**config.mk**
```make
export PLATFORM = sky130hd
export DESIGN_NAME = psum_accumulator_flat
export DESIGN_NICKNAME = d
export VERILOG_FILES = /design/src/rtl/psum_pkg.sv /design/src/rtl/psum_if.sv /design/src/rtl/psum_sat_add.sv /design/src/rtl/psum_accumulator.sv /design/src/flat_wrapper.sv
export SDC_FILE = /design/constraint.sdc
export NUM_CORES = 1
export LEC_CHECK = 0
export CAP_MARGIN = 40
export CORE_MARGIN = 3
export CORE_UTILIZATION = 30
export DETAILED_ROUTE_END_ITERATION = 10
export SLEW_MARGIN = 20
export SYNTH_ARGS = -nofsm -noshare
export SYNTH_HDL_FRONTEND = slang
export SYNTH_HIERARCHICAL = 1
export SYNTH_SLANG_ARGS = --single-unit
```
**constraint.sdc**
```tcl
create_clock -name clk -period 7.65 [get_ports clk]
set_input_delay 1.1475 -clock clk [delete_from_list [all_inputs] [get_ports clk]]
set_output_delay 1.1475 -clock clk [all_outputs]
set_load 0.05 [all_outputs]
```
**src/rtl/psum_pkg.sv**
```systemverilog
// Shared types and width helpers for the partial-sum accumulator.
// Holds the FSM state encoding, default parameter values and the clamp limits.
// Used by psum_if, psum_sat_add and psum_accumulator.
package psum_pkg;

  typedef enum logic {
    IDLE  = 1'b0,
    ACCUM = 1'b1
  } state_t;

  // Upstream tree sums eight operands, adding three bits of growth.
  function automatic int in_width(input int width);
    return width + 3;
  endfunction

  // Beat counter width; MAX_LEN is a power of two and 0 encodes MAX_LEN.
  function automatic int len_width(input int max_len);
    return $clog2(max_len);
  endfunction

  // Largest representable two's complement value at acc_w bits.
  function automatic longint sat_max(input int acc_w);
    return (longint'(1) <<< (acc_w - 1)) - 1;
  endfunction

  // Smallest representable two's complement value at acc_w bits.
  function automatic longint sat_min(input int acc_w);
    return -(longint'(1) <<< (acc_w - 1));
  endfunction

  localparam int DEF_WIDTH   = 17;
  localparam int DEF_MAX_LEN = 64;
  localparam int DEF_ACC_W   = 26;
  localparam int DEF_IN_W    = in_width(DEF_WIDTH);
  localparam int DEF_LEN_W   = len_width(DEF_MAX_LEN);

endpackage

```
**src/rtl/psum_if.sv**
```systemverilog
// Bundle of the accumulator's configuration, input-beat and result handshakes.
// master = upstream/downstream side (testbench or datapath glue), slave = accumulator.
// in_ready is driven combinationally by the slave and may depend on out_ready.
interface psum_if #(
  parameter int IN_W  = psum_pkg::DEF_IN_W,
  parameter int LEN_W = psum_pkg::DEF_LEN_W,
  parameter int ACC_W = psum_pkg::DEF_ACC_W
) ();

  logic [LEN_W-1:0]        cfg_len;
  logic                    flush;
  logic                    in_valid;
  logic                    in_ready;
  logic signed [IN_W-1:0]  in_sum;
  logic                    out_valid;
  logic                    out_ready;
  logic signed [ACC_W-1:0] out_acc;
  logic                    out_sat;

  modport master (
    output cfg_len, flush, in_valid, in_sum, out_ready,
    input  in_ready, out_valid, out_acc, out_sat
  );

  modport slave (
    input  cfg_len, flush, in_valid, in_sum, out_ready,
    output in_ready, out_valid, out_acc, out_sat
  );

endinterface

```
**src/rtl/psum_sat_add.sv**
```systemverilog
// Combinational ACC_W signed adder; clamps and flags overflow when PSUM_SAT_EN is defined.
// Latency: zero cycles (pure combinational).
// Backpressure: none; without PSUM_SAT_EN the sum wraps and o_ovf stays 0.
module psum_sat_add
  import psum_pkg::*;
#(
  parameter int ACC_W = DEF_ACC_W
) (
  input  logic signed [ACC_W-1:0] i_a,
  input  logic signed [ACC_W-1:0] i_b,
  output logic signed [ACC_W-1:0] o_sum,
  output logic                    o_ovf
);

`ifdef PSUM_SAT_EN
  localparam logic signed [ACC_W:0] L_MAX = (ACC_W+1)'(sat_max(ACC_W));
  localparam logic signed [ACC_W:0] L_MIN = (ACC_W+1)'(sat_min(ACC_W));

  logic signed [ACC_W:0] w_wide;

  // one guard bit makes the sum exact, then clamp back into ACC_W range
  always_comb begin
    w_wide = (ACC_W+1)'(i_a) + (ACC_W+1)'(i_b);
    o_sum  = w_wide[ACC_W-1:0];
    o_ovf  = 1'b0;
    if (w_wide > L_MAX) begin
      o_sum = L_MAX[ACC_W-1:0];
      o_ovf = 1'b1;
    end else if (w_wide < L_MIN) begin
      o_sum = L_MIN[ACC_W-1:0];
      o_ovf = 1'b1;
    end
  end
`else
  // plain modular add; overflow is never reported
  always_comb begin
    o_sum = i_a + i_b;
    o_ovf = 1'b0;
  end
`endif

endmodule

```
**src/rtl/psum_accumulator.sv**
```systemverilog
// Accumulates cfg_len adder-tree beats into one dot product (optional clamp: PSUM_SAT_EN).
// Latency: final beat accepted in cycle t -> out_valid/out_acc registered in cycle t+1.
// Backpressure: only the final beat stalls, when the result register is full and out_ready=0.
module psum_accumulator
  import psum_pkg::*;
#(
  parameter int WIDTH   = DEF_WIDTH,
  parameter int MAX_LEN = DEF_MAX_LEN,
  parameter int ACC_W   = DEF_ACC_W
) (
  input  logic   clk,
  input  logic   rst,
  psum_if.slave  bus
);

  localparam int IN_W  = in_width(WIDTH);
  localparam int LEN_W = len_width(MAX_LEN);

  if (ACC_W < IN_W) begin : g_bad_acc_w
    $error("psum_accumulator: ACC_W must be at least WIDTH+3");
  end

  state_t                  r_state;
  state_t                  w_state_nxt;
  logic [LEN_W-1:0]        r_cnt;
  logic [LEN_W-1:0]        r_len_q;
  logic signed [ACC_W-1:0] r_acc;
  logic                    r_sat;
  logic                    r_out_valid;
  logic signed [ACC_W-1:0] r_out_acc;
  logic                    r_out_sat;

  logic                    w_first;
  logic [LEN_W-1:0]        w_len_eff;
  logic                    w_final;
  logic                    w_stall;
  logic                    w_in_ready;
  logic                    w_accept;
  logic                    w_pop;
  logic signed [ACC_W-1:0] w_addend_a;
  logic signed [ACC_W-1:0] w_addend_b;
  logic signed [ACC_W-1:0] w_sum;
  logic                    w_ovf;
  logic                    w_sat_nxt;

  // FSM state register
  always_ff @(posedge clk or posedge rst) begin
    if (rst) r_state <= IDLE;
    else     r_state <= w_state_nxt;
  end

  // next state: flush or the final beat always returns to IDLE
  always_comb begin
    w_state_nxt = r_state;
    if (bus.flush)     w_state_nxt = IDLE;
    else if (w_accept) w_state_nxt = w_final ? IDLE : ACCUM;
  end

  // handshake decode; the length in force is cfg_len on the first beat, latched thereafter
  always_comb begin
    w_first    = (r_state == IDLE);
    w_len_eff  = w_first ? bus.cfg_len : r_len_q;
    // a latched length of 0 wraps to MAX_LEN-1 here, giving MAX_LEN beats
    w_final    = (r_cnt == w_len_eff - LEN_W'(1));
    w_stall    = w_final && r_out_valid && !bus.out_ready;
    w_in_ready = !bus.flush && !w_stall;
    w_accept   = bus.in_valid && w_in_ready;
    w_pop      = r_out_valid && bus.out_ready;
  end

  // first beat adds to zero so the previous dot product is discarded
  always_comb begin
    w_addend_a = w_first ? '0 : r_acc;
    w_addend_b = ACC_W'(bus.in_sum);
    w_sat_nxt  = w_ovf || (!w_first && r_sat);
  end

  psum_sat_add #(.ACC_W(ACC_W)) u_add (
    .i_a   (w_addend_a),
    .i_b   (w_addend_b),
    .o_sum (w_sum),
    .o_ovf (w_ovf)
  );

  // beat counter, latched length and running sum
  always_ff @(posedge clk or posedge rst) begin
    if (rst) begin
      r_cnt   <= '0;
      r_len_q <= '0;
      r_acc   <= '0;
      r_sat   <= 1'b0;
    end else if (bus.flush) begin
      r_cnt <= '0;
    end else if (w_accept) begin
      r_cnt <= w_final ? '0 : r_cnt + LEN_W'(1);
      if (w_first) r_len_q <= bus.cfg_len;
      r_acc <= w_sum;
      r_sat <= w_sat_nxt;
    end
  end

  // result register: a final beat reloads it even while the old result is being popped
  always_ff @(posedge clk or posedge rst) begin
    if (rst) begin
      r_out_valid <= 1'b0;
      r_out_acc   <= '0;
      r_out_sat   <= 1'b0;
    end else if (w_accept && w_final) begin
      r_out_valid <= 1'b1;
      r_out_acc   <= w_sum;
      r_out_sat   <= w_sat_nxt;
    end else if (w_pop) begin
      r_out_valid <= 1'b0;
    end
  end

  assign bus.in_ready  = w_in_ready;
  assign bus.out_valid = r_out_valid;
  assign bus.out_acc   = r_out_acc;
  assign bus.out_sat   = r_out_sat;

endmodule

```
**src/flat_wrapper.sv**
```systemverilog
// flat-port wrapper written by rule: the top's interface ports become plain ports
module psum_accumulator_flat import psum_pkg::*;
#(
  parameter int WIDTH   = DEF_WIDTH,
  parameter int MAX_LEN = DEF_MAX_LEN,
  parameter int ACC_W   = DEF_ACC_W
)
  (clk, rst, bus_cfg_len, bus_flush, bus_in_valid, bus_in_sum, bus_out_ready, bus_in_ready, bus_out_valid, bus_out_acc, bus_out_sat);
  psum_if #(.IN_W((20)), .LEN_W((6)), .ACC_W(ACC_W)) bus_i ();
  input  logic clk;
  input  logic rst;
  input wire logic [$bits(bus_i.cfg_len)-1:0] bus_cfg_len;
  input wire logic [$bits(bus_i.flush)-1:0] bus_flush;
  input wire logic [$bits(bus_i.in_valid)-1:0] bus_in_valid;
  input wire logic [$bits(bus_i.in_sum)-1:0] bus_in_sum;
  input wire logic [$bits(bus_i.out_ready)-1:0] bus_out_ready;
  output wire logic [$bits(bus_i.in_ready)-1:0] bus_in_ready;
  output wire logic [$bits(bus_i.out_valid)-1:0] bus_out_valid;
  output wire logic [$bits(bus_i.out_acc)-1:0] bus_out_acc;
  output wire logic [$bits(bus_i.out_sat)-1:0] bus_out_sat;
  assign bus_i.cfg_len = bus_cfg_len;
  assign bus_i.flush = bus_flush;
  assign bus_i.in_valid = bus_in_valid;
  assign bus_i.in_sum = bus_in_sum;
  assign bus_i.out_ready = bus_out_ready;
  assign bus_in_ready = bus_i.in_ready;
  assign bus_out_valid = bus_i.out_valid;
  assign bus_out_acc = bus_i.out_acc;
  assign bus_out_sat = bus_i.out_sat;
  psum_accumulator #(.WIDTH(WIDTH), .MAX_LEN(MAX_LEN), .ACC_W(ACC_W)) u_core (.clk(clk), .rst(rst), .bus(bus_i));
endmodule
```
==> run_results.csv, run 1 <==
group,metric,value,unit
cells_and_area,diodes,0,
min_path,hp-class,"register to register",
place,place_congestion,0.870,
worst_setup_path,cp-end-kind,"output port",
floorplan,core,14800,um^2
floorplan,start_util,31.1,%
cts,tritoncts,"done",
worst_setup_path,cp_max_fo,9,
sta,fin_skew,0.00392,ns
sta,finalCritPeriodShare,66.2,%
floorplan,ios,60,
floorplan,die_w,130,um
grt,grt.total_usage,12.3,%
synthesis,synth.top_cell.area_share,37.0,%
synthesis,synth_area_leaders,"dfrtp_1, mux2_2, ha_1",
routing,via_count,3388,
place,dp_hpwl,7330,um
sta,setup_violations,0,
synthesis,yosys.area.top_type,"dfrtp_1",
cts,cts_max_path_buffers,2,
cts,cts_sinks,68,
worst_setup_path,crit_type,"input pin to output port",
routing,ant_nets,0,
pwr,internal_power,1.07,mW
sta,max_freq,0.198,GHz
pwr,p_clk_share,23.1,%
cts,post_cts.repair.setup_buffers,0,
sta,fin_ws,2.59,ns
synthesis,synth_nets,486,
worst_setup_path,required,6.50,ns
pwr,ir_drop,0.0979,mV
synthesis,synth-seq-cells,68,
pwr,p_leak,2.53,nW
cts,hold_buffers,0,
flow_run,drv_cap,0,
run_status,status,"complete, no violations",
synthesis,synth_cell_types,66,
sta,tightestPinTransition,0.630,ns
sta,relSlewSlack,57.4,%
synthesis,ys.flop_type,"dfrtp_1",
place,io_buffers,59,
cts,path_clk_slew,0.05,ns
synthesis,synth_warnings,6,
sta,final_max_slew_viol_count,0,
grt,grt_max_degree,43,
pwr,seq_power_share,31.3,%
sta,rsz0062_at_grt,"false",
pwr,powerDensity,313,nW/um^2
min_path,min_from,"u_core/r_acc[2]",
worst_setup_path,start_kind,"input pin",
floorplan,die_h,130,um
pwr,switching_share,39.1,%
cts,clkLatencyLatePin,0.34,ns
grt,grt.overflow.total,0,
synthesis,seq_area_frac_synth,37.0,%
cells_and_area,area_growth,22.6,%
worst_setup_path,arrival,3.91,ns
cts,h-tree-depth,3,
cts,cts_made_buffers,9,
synthesis,synthCells,427,
grt,grt_antenna_before_repair,0,
pwr,pwr-share-comb,45.7,%
routing,via_per_inst,5.04,
worst_setup_path,reg2reg_from,"u_core/r_state",
grt,first_global_vias,3420,
cts,ctsResizeCount,0,
synthesis,synth_edf_count,0,
worst_setup_path,startpoint,"bus_cfg_len[0]",
routing,drt_wl_total,9880,um
routing,dr.first_iter.drc_count,170,
grt,grt_pass1_wl,16400,um
routing,drc,0,
synthesis,netlist_area,4590,um^2
place,pre_cts_slack,2.57,ns
synthesis,ys_async_sr_fraction,100,%
sta,hold_violations,0,
cells_and_area,drive_above_1_share,15.6,%
pwr,switching_power,690,uW
synthesis,synth_top_cells_by_count,"dfrtp_1, mux2_2, and2_1",
cts,root_buffer,"clkbuf_16",
synthesis,syn_area_per_cell,10.8,um^2
cells_and_area,nNetsFinal,542,
synthesis,synth.most_common_cell,"dfrtp_1",
sta,layout_min_cycle_time,5.06,ns
floorplan,dieArea,16800,um^2
routing,wire_per_inst,14.7,um
floorplan,rows,44,
sta,setup_tns,0,ns
routing,dr.pass1.iters,4,
## per-stage QoR
step / instances / hold slack [ns] / util (%) / total power, mW / instance area (um^2)
finish: 672 / 0.482 / 38.2 / 1.76 / 5630
global placement: 654 / 0.467 / 35.9 / 1.35 / 5290
floorplan: 427 / 0.456 / - / 1.14 / 4590
detailed placement: 656 / 0.474 / 36.2 / 1.37 / 5350
CTS: 672 / 0.486 / 38.2 / 1.78 / 5630
global route: 672 / 0.496 / 38.2 / 1.87 / 5630
## layer usage
metal	vias up	GRT usage [%]	routed length, um
li1	1667	-	-
met1	1616	15.2	4500
met2	79	19.8	4600
met3	26	4.22	551
met4	0	5.20	230
met5	-	0	0
## cells in the final DEF (no fill, tap or decap), drive strengths merged, types with 2 or more instances in the layout
cell / count
clkbuf: 11
mux2i: 8
a311oi: 2
and3: 4
buf: 4
clkinv: 3
mux2: 57
nor2b: 5
nand4: 6
a31oi: 6
dfrtp: 68
o21bai: 2
inv: 10
nor2: 15
nand3: 8
o41ai: 3
a21oi: 26
a221oi: 2
xnor2: 20
o31ai: 2
o21a: 2
and4: 2
o21ai: 15
a21o: 12
ha: 27
xor2: 14
clkdlybuf4s50: 59
a211o: 3
nor3: 10
nor3b: 6
and2: 28
nand2: 23
o211ai: 5
nor4: 2
## cell families after synthesis
family / share of synthesized area (%)
XOR/XNOR: 6.65
AO/OA/AOI/OAI: 14.2
buffers and inverters: 3.81
AND/OR/NAND/NOR: 14.7
adder cells (fa/ha/maj): 7.79
other: 0.0816
multiplexers: 15.7
flip-flops: 37.0
## cell type report
cell class | instances | area, um^2
fill | 1435 | 9120
multi-input combinational | 331 | 2720
sequential | 68 | 1700
timing repair buffer | 63 | 661
clock buffer | 11 | 233
tap | 184 | 230
clock inverter | 5 | 52.6
inverter | 10 | 37.5
## path summary, 6_finish.rpt
kind                       slack, ns  depth (start not counted)                      to
max in group asynchronous       5.91                          4        u_core/r_acc[13]
min in group asynchronous       1.20                          3   u_core/bus.out_acc[0]
max                             2.59                          9            bus_in_ready
max reg2reg                     4.16                         13  u_core/bus.out_acc[18]
min                             0.48                          1         u_core/r_acc[2]
min reg2reg                     0.48                          1         u_core/r_acc[2]
## power by group through the flow
stage | combinational (mW) | clock, mW | sequential, mW
final | 0.805 | 0.406 | 0.551
after floorplan | 0.402 | 0 | 0.742
after global placement | 0.796 | 0 | 0.553
after CTS | 0.811 | 0.420 | 0.553
after detailed placement | 0.807 | 0 | 0.559
after global routing | 0.870 | 0.434 | 0.570
## worst max-delay path: stages
cell and delay, ns:
clkdlybuf4s50_1 0.46, mux2i_1 0.27, ha_1 0.24, xor2_1 0.19, xnor2_1 0.12, nor4_2 0.25, nand4_2 0.29, and2_1 0.26
clkdlybuf4s50_1 0.69
## flip-flops by register name, summed over array words and instances (netlist names)
name,cells
u_core/bus.out_acc,26
u_core/r_acc,26
u_core/r_cnt,6
u_core/r_len_q,6
u_core/bus.out_sat,1
u_core/bus.out_valid,1
u_core/r_sat,1
u_core/r_state,1
Power figures use the tool's default switching activity.
==> run 2: changes to the inputs <==
==> constraint.sdc (replaced) <==
create_clock -name clk -period 4.64 [get_ports clk]
set_input_delay 0.696 -clock clk [delete_from_list [all_inputs] [get_ports clk]]
set_output_delay 0.696 -clock clk [all_outputs]
set_load 0.05 [all_outputs]
==> run 2 against run 1 <==
Setup slack worse by 2.1 ns. Die area unchanged. Design area about the same. Wire length down 0.77%. First-iteration DRC count up 11%. Cell count unchanged. Global-route usage up 0.081 points. Sequential cell count unchanged. Register-to-register slack worse by 3.0 ns. Clock power up 82%. Hold slack worse by 0.0017 ns. Highest routed layer unchanged.
==> run_results.csv, run 2 (synthesis results as in run 1) <==
group,metric,value,unit
cts,tritoncts,"done",
routing,via_per_inst,4.97,
cts,h-tree-depth,3,
cts,cts_max_path_buffers,2,
cells_and_area,nNetsFinal,542,
pwr,p_leak,2.54,nW
floorplan,dieArea,16800,um^2
place,io_buffers,59,
cells_and_area,fin_cells,672,
pwr,switching_power,1.14,mW
place,placed_cell_area,5320,um^2
worst_setup_path,reg2reg_from,"u_core/r_state",
worst_setup_path,arrival,3.49,ns
pwr,switching_share,38.3,%
cells_and_area,fill_cells,1491,
floorplan,die_h,130,um
sta,hold_violations,0,
cts,cts_made_buffers,9,
sta,setup_tns,0,ns
min_path,min_from,"u_core/r_acc[17]",
cells_and_area,drive_above_1_share,15.8,%
cells_and_area,area_growth,22.7,%
routing,drc,0,
cells_and_area,final_core_util,38.2,%
routing,via_count,3342,
min_path,hp-class,"register to register",
worst_setup_path,crit_type,"input pin to output port",
place,dpl.cell_count,656,
cts,path_clk_slew,0.05,ns
pwr,pwr-share-comb,44.6,%
worst_setup_path,cp_max_fo,9,
grt,first_global_vias,3405,
cells_and_area,fin_area,5640,um^2
place,place_congestion,0.843,
routing,dr.pass1.iters,5,
routing,ant_nets,0,
pwr,power,2.97,mW
sta,setup_violations,0,
sta,layout_min_cycle_time,4.18,ns
min_path,whs_path_depth,1,
worst_setup_path,r2r_cells,13,
floorplan,rows,44,
cells_and_area,final_common_cell,"dfrtp_1",
grt,grt.total_usage,12.4,%
cts,hold_buffers,0,
cts,root_buffer,"clkbuf_16",
cts,cts_sinks,68,
routing,dr.first_iter.drc_count,189,
worst_setup_path,cp-end-kind,"output port",
sta,relSlewSlack,53.2,%
grt,grt_pass1_wl,16600,um
run_status,status,"complete, no violations",
sta,fin_skew,0.00766,ns
cells_and_area,diodes,0,
worst_setup_path,r2r_slack,1.20,ns
routing,wire_per_inst,14.6,um
floorplan,ios,60,
worst_setup_path,r2r_end,"u_core/bus.out_acc[18]",
pwr,powerDensity,528,nW/um^2
pwr,ir_drop,0.180,mV
worst_setup_path,start_kind,"input pin",
pwr,internal_power,1.84,mW
cts,post_cts.repair.setup_buffers,0,
routing,drt_wl_total,9800,um
floorplan,die_w,130,um
flow_run,drv_cap,0,
cts,clkLatencyLatePin,0.34,ns
floorplan,start_util,31.1,%
grt,grt.overflow.total,0,
pwr,p_clk_share,24.9,%
sta,max_freq,0.239,GHz
floorplan,core,14800,um^2
sta,finalCritPeriodShare,90.1,%
worst_setup_path,required,3.94,ns
min_path,worstHoldEndpoint,"u_core/r_acc[17]",
pwr,seq_power_share,30.5,%
cts,ctsResizeCount,0,
grt,grt_max_degree,40,
place,dp_hpwl,7330,um
sta,tightestPinTransition,0.692,ns
grt,grt_antenna_before_repair,0,
cells_and_area,final_cell_mix,"dfrtp_1, clkdlybuf4s50_1, mux2_2",
sta,final_max_slew_viol_count,0,
sta,rsz0062_at_grt,"false",
==> run 2: changes by cell type in the layout (fill, tap and decap cells not counted), sizes merged <==
cell	change
bufinv	+1
clkinvlp	-1
==> run 2: layout make-up <==
class	count	area, um^2	share of cell area (%)
Tap cell	184	230	4.08
Multi-Input combinational cell	331	2720	48.2
Clock inverter	5	75.1	1.33
Clock buffer	11	243	4.31
Sequential cell	68	1700	30.2
Timing Repair Buffer	63	633	11.2
Inverter	10	37.5	0.666
==> run 2: power groups by stage <==
stage	registers, mW	clock network, mW	logic (mW)
global placement	0.912	0	1.31
finish	0.908	0.740	1.33
global route	0.940	0.790	1.44
floorplan	1.22	0	0.662
CTS	0.912	0.761	1.34
detailed placement	0.921	0	1.33
==> run 2: through the flow <==
step | setup slack [ns] | hold WS, ns
2_1_floorplan | 1.54 | 0.456
3_3_place_gp | 0.525 | 0.467
3_5_place_dp | 0.470 | 0.474
4_1_cts | 0.466 | 0.486
5_1_grt | 0.282 | 0.501
6_report | 0.459 | 0.480
==> run 2: worst max-delay path by stage <==
stage                         startpoint                     end  depth (start not counted)
after floorplan           u_core/r_state  u_core/bus.out_acc[18]                         15
after global placement    bus_cfg_len[0]            bus_in_ready                          9
after detailed placement  bus_cfg_len[0]            bus_in_ready                          9
after CTS                 bus_cfg_len[0]            bus_in_ready                          9
after global routing      bus_cfg_len[0]            bus_in_ready                          9
final                     bus_cfg_len[0]            bus_in_ready                          9
==> run 2: metal layers <==
metal  vias to the layer above  track usage [%]  routed length (um)
li1                       1670                -                   -
met1                      1592             15.5                4500
met2                        63             20.2                4610
met3                        17             4.13                 498
met4                         0             4.28                 195
met5                         -                0                   0
==> run 2: critical path, cell delays in order <==
cell	delay (ns)
clkdlybuf4s50_1	0.46
mux2i_1	0.27
ha_1	0.25
xor2_1	0.19
xnor2_1	0.11
nor4_2	0.26
nand4_2	0.29
and2_1	0.26
clkdlybuf4s50_1	0.69
==> run 3: changes to the inputs <==
--- a/config.mk
+++ b/config.mk
@@ -9,8 +9,8 @@
 export CORE_MARGIN = 3
 export CORE_UTILIZATION = 30
 export DETAILED_ROUTE_END_ITERATION = 10
+export SETUP_SLACK_MARGIN = 0.02
 export SLEW_MARGIN = 20
 export SYNTH_ARGS = -nofsm -noshare
 export SYNTH_HDL_FRONTEND = slang
-export SYNTH_HIERARCHICAL = 1
 export SYNTH_SLANG_ARGS = --single-unit
==> run 3 against run 2 <==
Via count rose by 0.96%. Sequential share of layout area rose by 0.90 points. Die area fell by 3.9%. Largest power group unchanged. First-iteration DRC count fell by 48%. Clock skew barely moved. Highest routed layer unchanged. Critical path type unchanged. Count of clock-buffer cells in the layout rose by 1. Total power rose by 3.1%. Critical endpoint unchanged. Largest cell class unchanged. Sequential cell count did not move. Clock power fell by 12%. Design area fell by 2.9%. Cell count fell by 0.74%.
==> run_results.csv, run 3 <==
group,metric,value,unit
sta,layout_min_cycle_time,4.11,ns
synthesis,syn_area_per_cell,10.5,um^2
worst_setup_path,cp_max_fo,4,
routing,wire_per_inst,14.9,um
cts,tritoncts,"done",
pwr,power,3.07,mW
worst_setup_path,path_buf_inv,2,
worst_setup_path,path_cells,"clkdlybuf4s50_1 > or4_1 > or3_1 > o21ai_1 > a211oi_2 > and2_1 > a21oi_1 > clkdlybuf4s50_1",
sta,hold_violations,0,
synthesis,synth_nets,480,
sta,tightestPinTransition,0.540,ns
pwr,pwr-share-comb,48.1,%
cts,cts_sinks,68,
worst_setup_path,r2r_slack,1.25,ns
cells_and_area,register_area,1700,um^2
sta,fin_skew,0.00808,ns
worst_setup_path,cp_top_family,"buffers and inverters",
routing,drt_wl_total,9920,um
min_path,min_from,"u_core.bus.out_acc[23]",
grt,grt.overflow.total,0,
synthesis,synth_edf_count,0,
min_path,hp-class,"register to register",
worst_setup_path,start_kind,"input pin",
synthesis,synth_warnings,0,
synthesis,ys_async_sr_fraction,100,%
worst_setup_path,required,3.94,ns
place,pre_cts_slack,0.537,ns
worst_setup_path,slowest_delay,0.81,ns
sta,final_max_slew_viol_count,0,
pwr,p_leak,2.44,nW
sta,relSlewSlack,63.9,%
floorplan,core,14100,um^2
sta,setup_tns,0,ns
worst_setup_path,cp-end-kind,"output port",
sta,whs,0.488,ns
worst_setup_path,critical-path-slowest-cell,"clkdlybuf4s50_1",
worst_setup_path,arrival,3.41,ns
pwr,switching_share,40.1,%
synthesis,synth_top_cells_by_count,"dfrtp_1, mux2_2, a21oi_1",
cells_and_area,fin_cells,667,
pwr,internal_power,1.84,mW
worst_setup_path,cp_common_cell,"clkdlybuf4s50_1",
place,dpl.cell_count,650,
cts,post_cts.repair.setup_buffers,0,
cts,root_buffer,"clkbuf_16",
cells_and_area,final_cell_mix,"dfrtp_1, clkdlybuf4s50_1, mux2_2",
sta,setup_violations,0,
synthesis,yosys.area.top_type,"dfrtp_1",
cts,cts_made_buffers,9,
cells_and_area,area_growth,24.3,%
flow_run,drv_cap,0,
pwr,seq_power_share,30.7,%
floorplan,die_w,127,um
grt,grt_antenna_before_repair,0,
cts,path_clk_slew,0.05,ns
grt,first_global_vias,3519,
cts,hold_buffers,0,
cells_and_area,fill_cells,1386,
cells_and_area,drive_above_1_share,15.8,%
floorplan,dieArea,16200,um^2
cells_and_area,final_common_cell,"dfrtp_1",
routing,via_count,3374,
worst_setup_path,reg2reg_from,"u_core.r_state",
cts,clkLatencyLatePin,0.34,ns
synthesis,synth.top_cell.area_share,38.6,%
grt,grt_max_degree,37,
sta,fin_ws,0.533,ns
synthesis,synthCells,421,
routing,dr.first_iter.drc_count,99,
place,place_congestion,0.900,
grt,grt.total_usage,13.0,%
synthesis,netlist_area,4400,um^2
sta,max_freq,0.243,GHz
routing,ant_nets,0,
pwr,powerDensity,560,nW/um^2
synthesis,seq_area_frac_synth,38.6,%
cts,cts_max_path_buffers,2,
worst_setup_path,startpoint,"bus_cfg_len[3]",
pwr,ir_drop,0.250,mV
floorplan,ios,60,
floorplan,start_util,31.2,%
routing,via_per_inst,5.06,
synthesis,synth-seq-cells,68,
synthesis,ys.flop_type,"dfrtp_1",
cells_and_area,diodes,0,
grt,grt_pass1_wl,16900,um
cts,ctsResizeCount,0,
floorplan,rows,43,
cells_and_area,multi_input_area,2580,um^2
cts,h-tree-depth,3,
place,dp_hpwl,7370,um
sta,finalCritPeriodShare,88.5,%
run_status,status,"complete, no violations",
pwr,switching_power,1.23,mW
floorplan,die_h,127,um
cells_and_area,fin_area,5470,um^2
place,placed_cell_area,5170,um^2
worst_setup_path,crit_type,"input pin to output port",
cells_and_area,final_core_util,38.8,%
place,io_buffers,59,
cells_and_area,nNetsFinal,541,
sta,rsz0062_at_grt,"false",
synthesis,synth_area_leaders,"dfrtp_1, mux2_2, ha_1",
routing,drc,0,
synthesis,synth.most_common_cell,"dfrtp_1",
synthesis,synth_cell_types,56,
routing,dr.pass1.iters,4,
pwr,p_clk_share,21.1,%
==> run 3: cell count changes after synthesis, sizes merged, moves of 5 or more <==
| cell | before | now |
|---|---|---|
| a21oi | 26 | 32 |
| o21ai | 15 | 21 |
| nor3b | 6 | 1 |
| nor2 | 15 | 8 |
==> run 3: kinds of logic after synthesis <==
group	Yosys count	synth area share (%)
muxes	63	16.3
adders and majority gates	28	8.12
AOI/OAI and AO/OA	98	14.1
buffers and inverters	23	2.67
xor gates and xnor gates	32	6.70
DFF	68	38.6
and+or+nand+nor	109	13.5
==> run 3: worst paths after layout <==
path	end	cells after the start
min reg2reg	u_core.bus.out_acc[23]	1
min in group asynchronous	u_core.r_len_q[3]	2
max in group asynchronous	u_core.bus.out_acc[8]	4
max	bus_in_ready	8
max reg2reg	u_core.bus.out_acc[24]	11
min	u_core.bus.out_acc[23]	1
==> run 3: power groups by stage <==
| stage | Combinational (mW) | Sequential, mW | Clock [mW] |
|---|---|---|---|
| finish | 1.48 | 0.943 | 0.648 |
| global route | 1.60 | 0.978 | 0.692 |
| CTS | 1.49 | 0.946 | 0.669 |
| detailed placement | 1.48 | 0.955 | 0 |
| global placement | 1.46 | 0.944 | 0 |
| floorplan | 0.723 | 1.29 | 0 |
==> run 3: layout make-up <==
class	instances	share of cell area, %
multi-input combinational	330	47.2
clock inverter	4	0.434
inverter	7	0.480
tap	180	4.11
timing repair buffer	66	12.0
clock buffer	12	4.69
sequential	68	31.1
==> run 3: layer usage <==
metal,track usage (%),part of all wire (%),up-vias
met4,5.30,1.9,0
met5,0,0,-
met1,16.4,47,1639
met2,21.8,48,44
li1,-,-,1678
met3,2.51,2.1,13
==> patch 1: new RTL, config.mk and constraints of run 3 <==
Add a define of `PSUM_SAT_EN`.
--- a/src/rtl/psum_sat_add.sv
+++ b/src/rtl/psum_sat_add.sv
@@ -1,6 +1,8 @@
 // Combinational ACC_W signed adder; clamps and flags overflow when PSUM_SAT_EN is defined.
 // Latency: zero cycles (pure combinational).
 // Backpressure: none; without PSUM_SAT_EN the sum wraps and o_ovf stays 0.
+`define PSUM_SAT_EN
+
 module psum_sat_add
   import psum_pkg::*;
 #(
Behaviour: no difference found for any inputs over 4 cycles, from zero or initial values and one cycle with rst high; that may be too few to reach the edited logic, so the function may still have changed.
==> patch 1 against run 3 <==
- sequential cell count did not move
- final area rose by 7.8%
- fmax decreased by 1.7%
- worst setup slack worse by 0.070 ns
- synthesized area rose by 8.0%
- via count grew 24%
- wire length rose by 27%
- largest cell class unchanged
- critical endpoint unchanged
- power shrank 22%
==> patch 1: results (changes against run 3) <==
Synth
  – Top area cells in the synthesized netlist: dfrtp_1 36%, ha_1 7.4%, nand2_1 6.6%, o31ai_1 4.1%, xnor2_1 3.5% (was dfrtp_1 39%, mux2_2 12%, ha_1 7.7%, and2_1 4.3%, a21oi_1 3.6%)
  – Commonest cells post-synth: 84 x nand2_1, 68 x dfrtp_1, 43 x nor2_1, 32 x a21oi_1, 28 x ha_1 (was 68 x dfrtp_1, 47 x mux2_2, 32 x a21oi_1, 30 x and2_1, 27 x ha_1)
  – Sequential share of the synthesized area: 35.78% (was 38.64%)
  – Netlist cell types: 61 (was 56)
  – Syn nets: 621 (was 480)

Route
  – Wire per inst: 15.15 um (was 14.88 um)
  – Drt first pass iters: 5 (was 4)
  – Vias per inst: 5.065 (was 5.058)

Run status
  – Status: completed (unchanged)

Power
  – Worst IR Drop VDD: 231.6 uV (was 249.5 uV)
  – Leakage power figure: 2.586 nW (was 2.444 nW)

Finish
  – Share of post-route cells with drive strength above 1: 6.796% (was 15.81%)
  – Non-filler instance count after layout: 829 (was 667)

Place
  – Hpwl dp: 9.523 mm (was 7.370 mm)
  – DP Cell Count: 813 (was 650)
  – Post-placement cell area: 0.005610 mm^2 (was 0.005174 mm^2)
  – Final GP Congestion: 0.8997 (was 0.9004)

Timing
  – Slew HR: 57.63% (was 63.87%)
  – Setup WS post-layout: 0.4628 ns (was 0.5326 ns)

Hold path
  – Hold-critical path depth: 2 (was 1)

GRT
  – Largest net degree at the start of global routing: 35 (was 37)
  – Total GRT Usage: 14.93% (was 12.96%)
  – First-pass GRT wire length: 21.78 mm (was 16.91 mm)

Setup path
  – Largest fanout on the critical path: 19 (was 4)
  – Worst EP arrival: 3.48 ns (was 3.41 ns)
-- patch 1: cell count changes after synthesis, moves of 8 or more --
| cell | change |
|---|---|
| o21ai_1 | +21 |
| nor3_1 | +8 |
| o31ai_1 | +24 |
| mux2_2 | -42 |
| nand2_1 | +58 |
| nor2_1 | +35 |
-- patch 1: area by class of cell --
type | instances | area (um^2)
Fill cell | 1552 | 9472
Multi-Input combinational cell | 452 | 2878
Sequential cell | 68 | 1703
Timing Repair Buffer | 71 | 725.7
Tap cell | 211 | 264.0
Clock buffer | 13 | 240.2
Clock inverter | 3 | 47.55
Inverter | 11 | 41.29
-- patch 1: report_power, final --
part	switching (mW)	total, mW	internal, mW
clock	0.256	0.675	0.419
sequential	0.0800	0.807	0.727
combinational	0.569	0.907	0.338
-- patch 1: metrics by stage --
step                      hold WS, ns  util, %
after global placement         0.4534    36.19
after global routing           0.5020    38.38
after CTS                      0.4716    38.37
after detailed placement       0.4594    36.50
after floorplan                0.4409        -
final                          0.4683    38.38
-- patch 1: cells by family after synthesis --
group / synth area share [%]
simple gates: 22.47
compound gates: 22.26
flops: 35.78
buf+inv: 3.894
fa+ha+maj: 7.998
xor+xnor: 5.157
mux: 2.447
-- patch 1: per-layer routing --
metal  GRT usage, %  wire [um]  up-vias
met1          20.07       6077     1996
met4          3.792        136        0
met3          2.977        527       10
li1               -          -     2101
met5              0          0        -
met2          24.66       5815       92
-- patch 1: repair_timing --
| action | CTS | global route |
|---|---|---|
| resized for setup | 0 | 1 |
| buffers inserted | 0 | 0 |
| endpoints found under the setup margin | 0 | 1 |
-- patch 1: worst max-delay path, stage by stage (launching register included) --
cell	delay, ns
dfrtp_2	0.57
buf_4	0.29
mux2i_1	0.35
ha_1	0.25
xnor2_1	0.14
xnor2_1	0.15
nand4_1	0.20
or2_1	0.33
nor2_1	0.12
nor2_1	0.05
clkdlybuf4s50_1	0.70
-- patch 1: path summary, 6_finish.rpt --
kind,from,to
min in group asynchronous,rst,u_core.bus.out_acc[17]$_DFFE_PP0P_
worst min-delay path,u_core.r_acc[3]$_DFFE_PP0P_,u_core.r_acc[3]$_DFFE_PP0P_
worst min register to register,u_core.r_acc[3]$_DFFE_PP0P_,u_core.r_acc[3]$_DFFE_PP0P_
max in group asynchronous,rst,u_core.r_acc[3]$_DFFE_PP0P_
worst max register to register,u_core.r_state$_DFFE_PP0P_,u_core.bus.out_acc[19]$_DFFE_PP0P_
worst max-delay path,u_core.r_state$_DFFE_PP0P_,bus_in_ready
==> patch 2: new RTL, settings of run 3 <==
Without the edit above. Make the reset (`rst`) synchronous in 3 clocked blocks.
--- a/src/rtl/psum_accumulator.sv
+++ b/src/rtl/psum_accumulator.sv
@@ -44,7 +44,7 @@
   logic                    w_sat_nxt;
 
   // FSM state register
-  always_ff @(posedge clk or posedge rst) begin
+  always_ff @(posedge clk) begin
     if (rst) r_state <= IDLE;
     else     r_state <= w_state_nxt;
   end
@@ -83,7 +83,7 @@
   );
 
   // beat counter, latched length and running sum
-  always_ff @(posedge clk or posedge rst) begin
+  always_ff @(posedge clk) begin
     if (rst) begin
       r_cnt   <= '0;
       r_len_q <= '0;
@@ -100,7 +100,7 @@
   end
 
   // result register: a final beat reloads it even while the old result is being popped
-  always_ff @(posedge clk or posedge rst) begin
+  always_ff @(posedge clk) begin
     if (rst) begin
       r_out_valid <= 1'b0;
       r_out_acc   <= '0;
Formal check against the unedited RTL: differs if rst is asserted again (counterexample within 4 cycles, from zero or initial values and one cycle with rst high); with rst held inactive, the same outputs for 4 cycles.
==> patch 2 against run 3 <==
- sequential share of layout area shrank 6.1 points
- worst hold slack worse by 0.029 ns
- final area fell by 0.55%
- wire length grew 12%
- via count up 15%
- sequential cell count is the same
- synthesized area about the same
- worst setup slack improved by 0.14 ns
- critical path type is now reg -> out
Power is not compared: it rests on default switching activity, and its combinational part moved more than twofold at a synthesized area within 25%.
==> patch 2: results (changes against run 3) <==
Setup path
  – Critical Path Max Stage Delay: 0.78 ns (was 0.81 ns)
  – Delay-heaviest family, CP: simple AND/OR/NAND/NOR gates (was buffers and inverters)
  – Worst EP arrival: 3.27 ns (was 3.41 ns)
  – CP max stage cell: dfxtp_1 (was clkdlybuf4s50_1)
  – Largest fanout on the critical path: 19 (was 4)

Clocking
  – Maximum clock insertion buffer count: 2 (unchanged)
  – H-tree depth: 3 (unchanged)
  – Clk_lat worst skew: 0.33 ns
  – Post-CTS setup buffers: 0 (unchanged)
  – Clock root buffer: clkbuf_16 (unchanged)
  – Reg clk slew, reported paths: 0.05 ns (about the same)
  – PostCTS Resize Cnt: 0 (unchanged)

Place
  – Final GP Congestion: 0.8510 (was 0.9004)
  – Hpwl dp: 8.363 mm (was 7.370 mm)
  – Post-placement cell area: 0.005121 mm^2 (was 0.005174 mm^2)

Timing
  – Slew HR: 50.15% (was 63.87%)
  – Final Skew: 0.005905 ns (was 0.008083 ns)

Finish
  – Antenna cells: 0 (unchanged)
  – Final nets: 629 (was 541)
  – Share of post-route cells with drive strength above 1: 5.391% (was 15.81%)

GRT
  – Largest net degree at the start of global routing: 41 (was 37)
  – First-pass GRT wire length: 18.62 mm (was 16.91 mm)
  – Vias in the first global route: 3843 (was 3519)
  – Total GRT Usage: 13.89% (was 12.96%)

Power
  – Internal power: 1.216 mW
  – Worst IR Drop VDD: 176.4 uV

Synth
  – FFs w/ async S/R, synth: 0% (was 100.0%)
  – Sequential share of the synthesized area: 30.88% (was 38.64%)
  – Netlist cell types: 60 (was 56)
  – Syn nets: 580 (was 480)
  – Top area cells in the synthesized netlist: dfxtp_1 31%, mux2i_1 9.8%, ha_1 7.7%, nor2_1 6.0%, and2_1 4.4% (was dfrtp_1 39%, mux2_2 12%, ha_1 7.7%, and2_1 4.3%, a21oi_1 3.6%)
  – Commonest cells post-synth: 70 x nor2_1, 68 x dfxtp_1, 43 x mux2i_1, 37 x a21oi_1, 31 x and2_1 (was 68 x dfrtp_1, 47 x mux2_2, 32 x a21oi_1, 30 x and2_1, 27 x ha_1)
  – YS warnings: 0 (unchanged)

Route
  – Wire per inst: 14.79 um (was 14.88 um)
  – DRT iter0 DRCs: 177 (was 99)
  – Vias per inst: 5.160 (was 5.058)

Run status
  – Status: completed (unchanged)

Hold path
  – Min-Delay Path Class: reg -> reg (unchanged)
patch 2: logic make-up after synthesis:
kind of cell	Yosys count	synth area share (%)
xor+xnor	26	5.166
mux	43	9.764
fa+ha+maj	28	8.118
buf+inv	33	3.605
flops	68	30.88
compound gates	138	21.46
simple gates	185	21.01
patch 2: worst reg2reg max path, cell delays in order (launching register included):
cell	delay [ns]
dfxtp_1	0.78
mux2i_1	0.36
ha_1	0.28
xnor2_1	0.14
or4_4	0.55
o221ai_2	0.26
and3_1	0.63
mux2i_1	0.24
o311ai_0	0.12
patch 2: path summary, 6_finish.rpt:
kind | startpoint | end | slack (ns) | cells past startpoint
setup reg to reg | u_core.r_state$_SDFFE_PP0N_ | u_core.r_acc[24]$_SDFFE_PP0P_ | 1.13 | 8
hold reg to reg | u_core.bus.out_sat$_SDFFE_PP0P_ | u_core.bus.out_sat$_SDFFE_PP0P_ | 0.46 | 2
hold / removal | u_core.bus.out_sat$_SDFFE_PP0P_ | u_core.bus.out_sat$_SDFFE_PP0P_ | 0.46 | 2
setup / recovery | u_core.r_state$_SDFFE_PP0N_ | bus_in_ready | 0.68 | 9
patch 2: metrics by stage:
stage | util [%] | power [mW] | hold WS, ns | setup slack (ns) | cells
3_5_place_dp | 36.19 | 0.9380 | 0.4556 | 0.7698 | 739
2_1_floorplan | - | 0.8577 | 0.4521 | 1.357 | 521
6_report | 38.47 | 1.657 | 0.4587 | 0.6763 | 755
3_3_place_gp | 36.19 | 0.9321 | 0.4540 | 0.8321 | 739
4_1_cts | 38.47 | 1.678 | 0.4671 | 0.6761 | 755
5_1_grt | 38.47 | 1.737 | 0.4812 | 0.4590 | 755
patch 2: cell type report:
cell class	instances	area (um^2)
clock inverters	3	42.54
flip-flops and latches	68	1361
fillers	1445	8706
well taps	180	225.2
multi-input cells	420	2888
clock buffers	13	280.3
inverters	7	26.28
repair buffers	64	620.6
patch 2: power by group through the flow:
stage                     registers (mW)  clock network (mW)  logic [mW]
after floorplan                    0.643                   0       0.214
after global placement             0.645                   0       0.287
after detailed placement           0.646                   0       0.292
after CTS                          0.634               0.751       0.294
after global routing               0.638               0.773       0.326
final                              0.634               0.731       0.292
patch 2: per-layer routing:
layer	vias to the layer above	global-route usage, %	part of all wire [%]
met3	9	3.428	4.1
li1	1989	-	-
met1	1827	18.95	50
met5	-	0	0
met4	0	2.776	0.75
met2	71	22.45	45
